==> config.mk <==
export PLATFORM = sky130hd
export DESIGN_NAME = pipe_seq_ctrl_flat
export DESIGN_NICKNAME = d
export VERILOG_FILES = /design/src/rtl/pipe_seq_ctrl_if.sv /design/src/rtl/pipe_seq_ctrl.sv /design/src/flat_wrapper.sv
export SDC_FILE = /design/constraint.sdc
export NUM_CORES = 1
export LEC_CHECK = 0
export CAP_MARGIN = 20
export CORE_AREA = 2 2 55 57
export DETAILED_ROUTE_END_ITERATION = 6
export DIE_AREA = 0 0 57 59
export GPL_TIMING_DRIVEN = 0
export PLACE_DENSITY = 0.79
export SYNTH_ARGS = -nofsm -noshare
export SYNTH_HDL_FRONTEND = slang
export SYNTH_SLANG_ARGS = --single-unit
==> constraint.sdc <==
create_clock -name clock -period 2.25 [get_ports clock]
set_input_delay 0.3375 -clock clock [delete_from_list [all_inputs] [get_ports clock]]
set_output_delay 0.3375 -clock clock [all_outputs]
set_load 0.01 [all_outputs]
==> src/rtl/pipe_seq_ctrl_if.sv <==
// Pipeline-sequencer bus: hazard/redirect status in from the datapath and stage
// enables, flush/bubble and LM/SM micro-op steering back out.
interface pipe_seq_ctrl_if;
  logic       ex_valid;
  logic       ex_is_load;
  logic [2:0] ex_dest;
  logic       rf_valid;
  logic [2:0] rf_src1;
  logic [2:0] rf_src2;
  logic [1:0] rf_src_used;
  logic       rf_is_multi;
  logic [7:0] rf_reglist;
  logic       br_taken;
  logic       mem_stall;

  logic        pc_en;
  logic        if_id_en;
  logic        id_rf_en;
  logic        rf_ex_en;
  logic        front_flush;
  logic        rf_ex_bubble;
  logic [2:0]  multi_idx;
  logic        multi_last;
  logic [15:0] stall_cycles;

  modport master (
    output ex_valid, ex_is_load, ex_dest, rf_valid, rf_src1, rf_src2,
           rf_src_used, rf_is_multi, rf_reglist, br_taken, mem_stall,
    input  pc_en, if_id_en, id_rf_en, rf_ex_en, front_flush, rf_ex_bubble,
           multi_idx, multi_last, stall_cycles
  );

  modport slave (
    input  ex_valid, ex_is_load, ex_dest, rf_valid, rf_src1, rf_src2,
           rf_src_used, rf_is_multi, rf_reglist, br_taken, mem_stall,
    output pc_en, if_id_en, id_rf_en, rf_ex_en, front_flush, rf_ex_bubble,
           multi_idx, multi_last, stall_cycles
  );
endinterface

==> src/rtl/pipe_seq_ctrl.sv <==
// Pipeline sequencer: stalls, redirects, load-use bubbles and LM/SM expansion.
// Optional front-end stall counter enabled by defining PIPE_SEQ_PERF_CNT_EN.
module pipe_seq_ctrl (
  input  logic             clock,
  input  logic             reset,
  pipe_seq_ctrl_if.slave   bus
);
  typedef enum logic [1:0] {
    RUN   = 2'b00,
    MULTI = 2'b01,
    DRAIN = 2'b10,
    BAD   = 2'b11
  } state_t;

  state_t     state, state_nxt;
  logic [7:0] pending, pending_nxt;
  logic [2:0] lo_idx;
  logic       one_left;
  logic       load_use;
  logic       multi_go;
  logic       up_en, rf_ex_en, flush, bubble, last;
  logic [2:0] idx;

  always_comb begin
    lo_idx = 3'd0;
    for (int i = 7; i >= 0; i--)
      if (pending[i]) lo_idx = 3'(i);
  end

  assign one_left = (pending != 8'h00) && ((pending & (pending - 8'd1)) == 8'h00);

  assign load_use = bus.ex_valid & bus.ex_is_load & bus.rf_valid &
                    ((bus.rf_src_used[0] & (bus.rf_src1 == bus.ex_dest)) |
                     (bus.rf_src_used[1] & (bus.rf_src2 == bus.ex_dest)));

  assign multi_go = bus.rf_valid & bus.rf_is_multi & (bus.rf_reglist != 8'h00);

  always_comb begin
    up_en       = 1'b1;
    rf_ex_en    = 1'b1;
    flush       = 1'b0;
    bubble      = 1'b0;
    idx         = 3'd0;
    last        = 1'b0;
    state_nxt   = state;
    pending_nxt = pending;
    if (!reset) begin
      up_en       = 1'b0;
      rf_ex_en    = 1'b0;
      flush       = 1'b1;
      bubble      = 1'b1;
      state_nxt   = RUN;
      pending_nxt = 8'h00;
    end else if (state == BAD) begin
      state_nxt   = RUN;
      pending_nxt = 8'h00;
    end else if (bus.mem_stall) begin
      // Freeze everything; keep showing the stalled micro-op's register.
      up_en    = 1'b0;
      rf_ex_en = 1'b0;
      if (state == MULTI) idx = lo_idx;
    end else if (bus.br_taken) begin
      flush       = 1'b1;
      bubble      = 1'b1;
      state_nxt   = DRAIN;
      pending_nxt = 8'h00;
    end else begin
      case (state)
        DRAIN: begin
          flush     = 1'b1;
          bubble    = 1'b1;
          state_nxt = RUN;
        end
        MULTI: begin
          idx         = lo_idx;
          last        = one_left;
          up_en       = one_left;
          pending_nxt = pending & (pending - 8'd1);
          if (one_left || pending == 8'h00) state_nxt = RUN;
        end
        default: begin
          if (load_use) begin
            up_en  = 1'b0;
            bubble = 1'b1;
          end else if (multi_go) begin
            up_en       = 1'b0;
            bubble      = 1'b1;
            pending_nxt = bus.rf_reglist;
            state_nxt   = MULTI;
          end
        end
      endcase
    end
  end

  always_ff @(posedge clock) begin
    if (!reset) begin
      state   <= RUN;
      pending <= 8'h00;
    end else begin
      state   <= state_nxt;
      pending <= pending_nxt;
    end
  end

  assign bus.pc_en        = up_en;
  assign bus.if_id_en     = up_en;
  assign bus.id_rf_en     = up_en;
  assign bus.rf_ex_en     = rf_ex_en;
  assign bus.front_flush  = flush;
  assign bus.rf_ex_bubble = bubble;
  assign bus.multi_idx    = idx;
  assign bus.multi_last   = last;

`ifdef PIPE_SEQ_PERF_CNT_EN
  logic [15:0] stall_cnt;
  always_ff @(posedge clock) begin
    if (!reset)
      stall_cnt <= 16'h0000;
    else if (!up_en && stall_cnt != 16'hFFFF)
      stall_cnt <= stall_cnt + 16'd1;
  end
  assign bus.stall_cycles = stall_cnt;
`else
  assign bus.stall_cycles = 16'h0000;
`endif
endmodule

==> src/flat_wrapper.sv <==
// flat-port wrapper written by rule: the top's interface ports become plain ports
module pipe_seq_ctrl_flat 
  (clock, reset, bus_ex_valid, bus_ex_is_load, bus_ex_dest, bus_rf_valid, bus_rf_src1, bus_rf_src2, bus_rf_src_used, bus_rf_is_multi, bus_rf_reglist, bus_br_taken, bus_mem_stall, bus_pc_en, bus_if_id_en, bus_id_rf_en, bus_rf_ex_en, bus_front_flush, bus_rf_ex_bubble, bus_multi_idx, bus_multi_last, bus_stall_cycles);
  pipe_seq_ctrl_if bus_i ();
  input  logic clock;
  input  logic reset;
  input wire logic [$bits(bus_i.ex_valid)-1:0] bus_ex_valid;
  input wire logic [$bits(bus_i.ex_is_load)-1:0] bus_ex_is_load;
  input wire logic [$bits(bus_i.ex_dest)-1:0] bus_ex_dest;
  input wire logic [$bits(bus_i.rf_valid)-1:0] bus_rf_valid;
  input wire logic [$bits(bus_i.rf_src1)-1:0] bus_rf_src1;
  input wire logic [$bits(bus_i.rf_src2)-1:0] bus_rf_src2;
  input wire logic [$bits(bus_i.rf_src_used)-1:0] bus_rf_src_used;
  input wire logic [$bits(bus_i.rf_is_multi)-1:0] bus_rf_is_multi;
  input wire logic [$bits(bus_i.rf_reglist)-1:0] bus_rf_reglist;
  input wire logic [$bits(bus_i.br_taken)-1:0] bus_br_taken;
  input wire logic [$bits(bus_i.mem_stall)-1:0] bus_mem_stall;
  output wire logic [$bits(bus_i.pc_en)-1:0] bus_pc_en;
  output wire logic [$bits(bus_i.if_id_en)-1:0] bus_if_id_en;
  output wire logic [$bits(bus_i.id_rf_en)-1:0] bus_id_rf_en;
  output wire logic [$bits(bus_i.rf_ex_en)-1:0] bus_rf_ex_en;
  output wire logic [$bits(bus_i.front_flush)-1:0] bus_front_flush;
  output wire logic [$bits(bus_i.rf_ex_bubble)-1:0] bus_rf_ex_bubble;
  output wire logic [$bits(bus_i.multi_idx)-1:0] bus_multi_idx;
  output wire logic [$bits(bus_i.multi_last)-1:0] bus_multi_last;
  output wire logic [$bits(bus_i.stall_cycles)-1:0] bus_stall_cycles;
  assign bus_i.ex_valid = bus_ex_valid;
  assign bus_i.ex_is_load = bus_ex_is_load;
  assign bus_i.ex_dest = bus_ex_dest;
  assign bus_i.rf_valid = bus_rf_valid;
  assign bus_i.rf_src1 = bus_rf_src1;
  assign bus_i.rf_src2 = bus_rf_src2;
  assign bus_i.rf_src_used = bus_rf_src_used;
  assign bus_i.rf_is_multi = bus_rf_is_multi;
  assign bus_i.rf_reglist = bus_rf_reglist;
  assign bus_i.br_taken = bus_br_taken;
  assign bus_i.mem_stall = bus_mem_stall;
  assign bus_pc_en = bus_i.pc_en;
  assign bus_if_id_en = bus_i.if_id_en;
  assign bus_id_rf_en = bus_i.id_rf_en;
  assign bus_rf_ex_en = bus_i.rf_ex_en;
  assign bus_front_flush = bus_i.front_flush;
  assign bus_rf_ex_bubble = bus_i.rf_ex_bubble;
  assign bus_multi_idx = bus_i.multi_idx;
  assign bus_multi_last = bus_i.multi_last;
  assign bus_stall_cycles = bus_i.stall_cycles;
  pipe_seq_ctrl u_core (.clock(clock), .reset(reset), .bus(bus_i));
endmodule
==> results of run 1 <==
==> registers in the layout, summed over array words and instances (netlist names) <==
register	flops
u_core.pending	8
u_core.state	2
==> layer usage <==
| layer | part of all wire | GRT usage | up-vias |
|---|---|---|---|
| met2 | 0.52 | 0.350 | 61 |
| li1 | - | - | 597 |
| met4 | 0.021 | 0.0831 | 0 |
| met1 | 0.38 | 0.194 | 552 |
| met3 | 0.080 | 0.0284 | 7 |
| met5 | 0 | 0 | - |
==> cell families (layout without fill, tap and decap cells) <==
group / count (synthesis) / in the layout / synth area share
buffers and inverters: 28 / 74 / 0.178
flip-flops: 10 / 10 / 0.183
adder cells (fa/ha/maj): 5 / 5 / 0.0526
AND/OR/NAND/NOR: 53 / 53 / 0.263
other: 1 / 16 / 0.00343
XOR/XNOR: 6 / 6 / 0.0480
multiplexers: 1 / 1 / 0.0137
AO/OA/AOI/OAI: 34 / 34 / 0.258
==> worst max-delay path, cell delays in order, from the launching register on <==
cell	delay (ns)
sky130_fd_sc_hd__dfxtp_2	0.36
sky130_fd_sc_hd__or4_4	0.55
sky130_fd_sc_hd__o32ai_4	0.26
sky130_fd_sc_hd__a41oi_2	0.16
sky130_fd_sc_hd__nor2_1	0.11
sky130_fd_sc_hd__o41a_1	0.18
sky130_fd_sc_hd__buf_4	0.13
sky130_fd_sc_hd__buf_6	0.09
==> final cells by class <==
type	instances	area, µm²
Tap cell	31	38.8
Sequential cell	10	208
Inverter	6	22.5
Timing Repair Buffer	44	398
Fill cell	227	1020
Multi-Input combinational cell	115	833
Clock buffer	4	36.3
Buffer	20	154
==> synthesized netlist by cell type, drive strengths merged (3+ instances only) <==
cell	instances	area share
buf	22	0.16
nand3	11	0.055
dfxtp	10	0.18
nor2	10	0.034
nand2	9	0.031
a22o	8	0.065
nor3	7	0.037
inv	6	0.021
o21ai	6	0.027
xnor2	6	0.048
a21oi	4	0.018
nor4	4	0.023
ha	3	0.034
or4	3	0.024
==> worst paths after layout <==
kind	slack [ns]	endpoint
worst max-delay path	-0.19	bus_pc_en
worst min-delay path	0.32	u_core.pending[0]
worst max register to register	0.19	u_core.pending[7]
worst min register to register	0.57	u_core.pending[1]
==> repair_timing <==
| action | CTS | global route |
|---|---|---|
| buffers inserted | 9 | 0 |
| pin swaps | 14 | 8 |
| endpoints found under the setup margin | 10 | 17 |
| resized for setup | 46 | 14 |
| hold buffers | 0 | 0 |
| cloned | 0 | 0 |
==> power groups by stage <==
stage | registers [mW] | logic, mW | clock network [mW]
2_1_floorplan | 0.191 | 0.138 | 0
3_3_place_gp | 0.192 | 0.219 | 0
3_5_place_dp | 0.193 | 0.223 | 0
4_1_cts | 0.189 | 0.236 | 0.174
5_1_grt | 0.190 | 0.263 | 0.181
6_report | 0.189 | 0.241 | 0.176
==> impl_metrics.yaml, run 1 <==
place:
  io_buffer_count: 35
  finalWeightedCongestion: 0.895
  worst_setup_slack_post_dpl_ns: -0.736
  detailed_place.area_mm2: 0.00154
  detailed_place_hpwl_mm: 2.16
  dp_cells: 219
setup_path:
  critical_path_class: "reg -> out"
  timing.critical_path.required_ns: 1.91
  worstPathArrival_ns: 2.10
  r2r.worst_path.cells: 7
  worst_setup_path_start: "u_core.pending[1]"
  worst_r2r_startpoint: "u_core.state[0]"
  critical_path.startpoint_type: "register"
  setup.worst_path.end_class: "output port"
  cp_max_fo: 6
final_layout:
  finish.net_count: 230
  finish.cell_count_without_fillers: 230
  n_antenna_cell: 0
  post_route_cells_drive_above_1_share: 0.357
  layout.cell_area.non_filler_mm2: 0.00169
  layout-area-overhead-vs-synth_pct: 54.4
  layout_common_cells: "sky130_fd_sc_hd__buf_4 (28), sky130_fd_sc_hd__clkdlybuf4s50_1 (18), sky130_fd_sc_hd__conb_1 (16), sky130_fd_sc_hd__nor2_1 (10), sky130_fd_sc_hd__nand2_1 (9)"
  layout_commonest_cell: "sky130_fd_sc_hd__buf_4"
  post-route-util: 0.624
route:
  wl_cell_um: 12.9
  drc_violation_count_after_routing: 0
  avgViaCountPerCell: 5.29
  route.vias.total: 1217
  wirelength_mm: 2.97
  drtAntennaViolNets: 0
  detail_route.iter0.violations: 32
  drt_pre_antenna_iters: 4
worst_hold_path:
  worstHoldPathType: "in -> reg"
  holdPathStages: 2
  min-delay-start: "bus_rf_reglist[0]"
timing:
  timing_worst_slew_pin_value_ns: 0.697
  timing.max_slew.rel_slack: 0.531
  fmaxAchievable_mhz: 410
  final.min_clock_period_ns: 2.44
  slew_viol_final: 0
  final.period_utilization: 1.08
  clock-skew-final_ns: 0.00172
  worst_hold_slack_ns: 0.321
  final.setup.worst_slack_ns: -0.189
  timing_hold_violations_final: 0
  fin_tns_setup_ns: -0.588
  finalSetupViolCount: 4
  grt_setup_unrepaired: "true"
die:
  floorplan.io_pins: 53
  rows: 19
  die_h_um: 59
  dieWidth_um: 57
  floorplan.core_area_mm2: 0.00271
  initial_utilization: 0.404
  fp.dieArea_mm2: 0.00336
cts:
  cts-buffers-inserted: 3
  cts-root-buf: "sky130_fd_sc_hd__clkbuf_4"
  cts.sinks: 10
  clock_insertion_delay_worst_skew_ns: 0.28
  cts_htree_levels: 1
  cts_max_path_buffers: 2
  tritoncts_clock_tree: "done"
  worst_setup_hold_path_clk_slew_ns: 0.08
status:
  outcome: "finished with violations"
  violations_in_the_final_reports: "negative setup slack"
grt:
  globalRouteOverflowTotal: 0
  antenna_found_initial: 0
  grt_pass1_wl_mm: 4.87
  grt.total_usage: 0.182
  first_global_vias: 1181
  largest_net_degree_at_the_start_of_global_routing: 11
power_and_ir_drop:
  power.density_cell_area_mw_per_mm2: 359
  power_leakage_nw: 0.786
  netSwitchingFraction: 0.319
  power_mw: 0.606
  power_switching_mw: 0.194
  p_clk_frac: 0.290
  share_comb_of_total_power: 0.398
  p_int_mw: 0.413
  peakVddDrop_mv: 0.251
  seqPwrFrac: 0.312
logic_synthesis:
  summed_instance_area_of_the_synthesized_netlist_mm2: 0.00109
  synth.yosys.seq_area_share: 0.183
  syn_inst: 138
  netlist_cell_types: 45
  synth-edff-count: 0
  ys_async_sr_fraction: 0
  synth_flop_cell: "sky130_fd_sc_hd__dfxtp_1"
  yosys_warnings: 0
  yosys_register_bits: 10
  syn_area_per_cell_um2: 7.93
job:
  maximum_capacitance_violations: 0
Note: power is estimated with default switching activity, not from simulation.
==> inputs of run 2 (changes only) <==
CTS_BUF_LIST = sky130_fd_sc_hd__clkbuf_4 sky130_fd_sc_hd__clkbuf_8   (was unset)
==> results of run 2 <==
Final layout, timing and power as in run 1 (identical DEF).
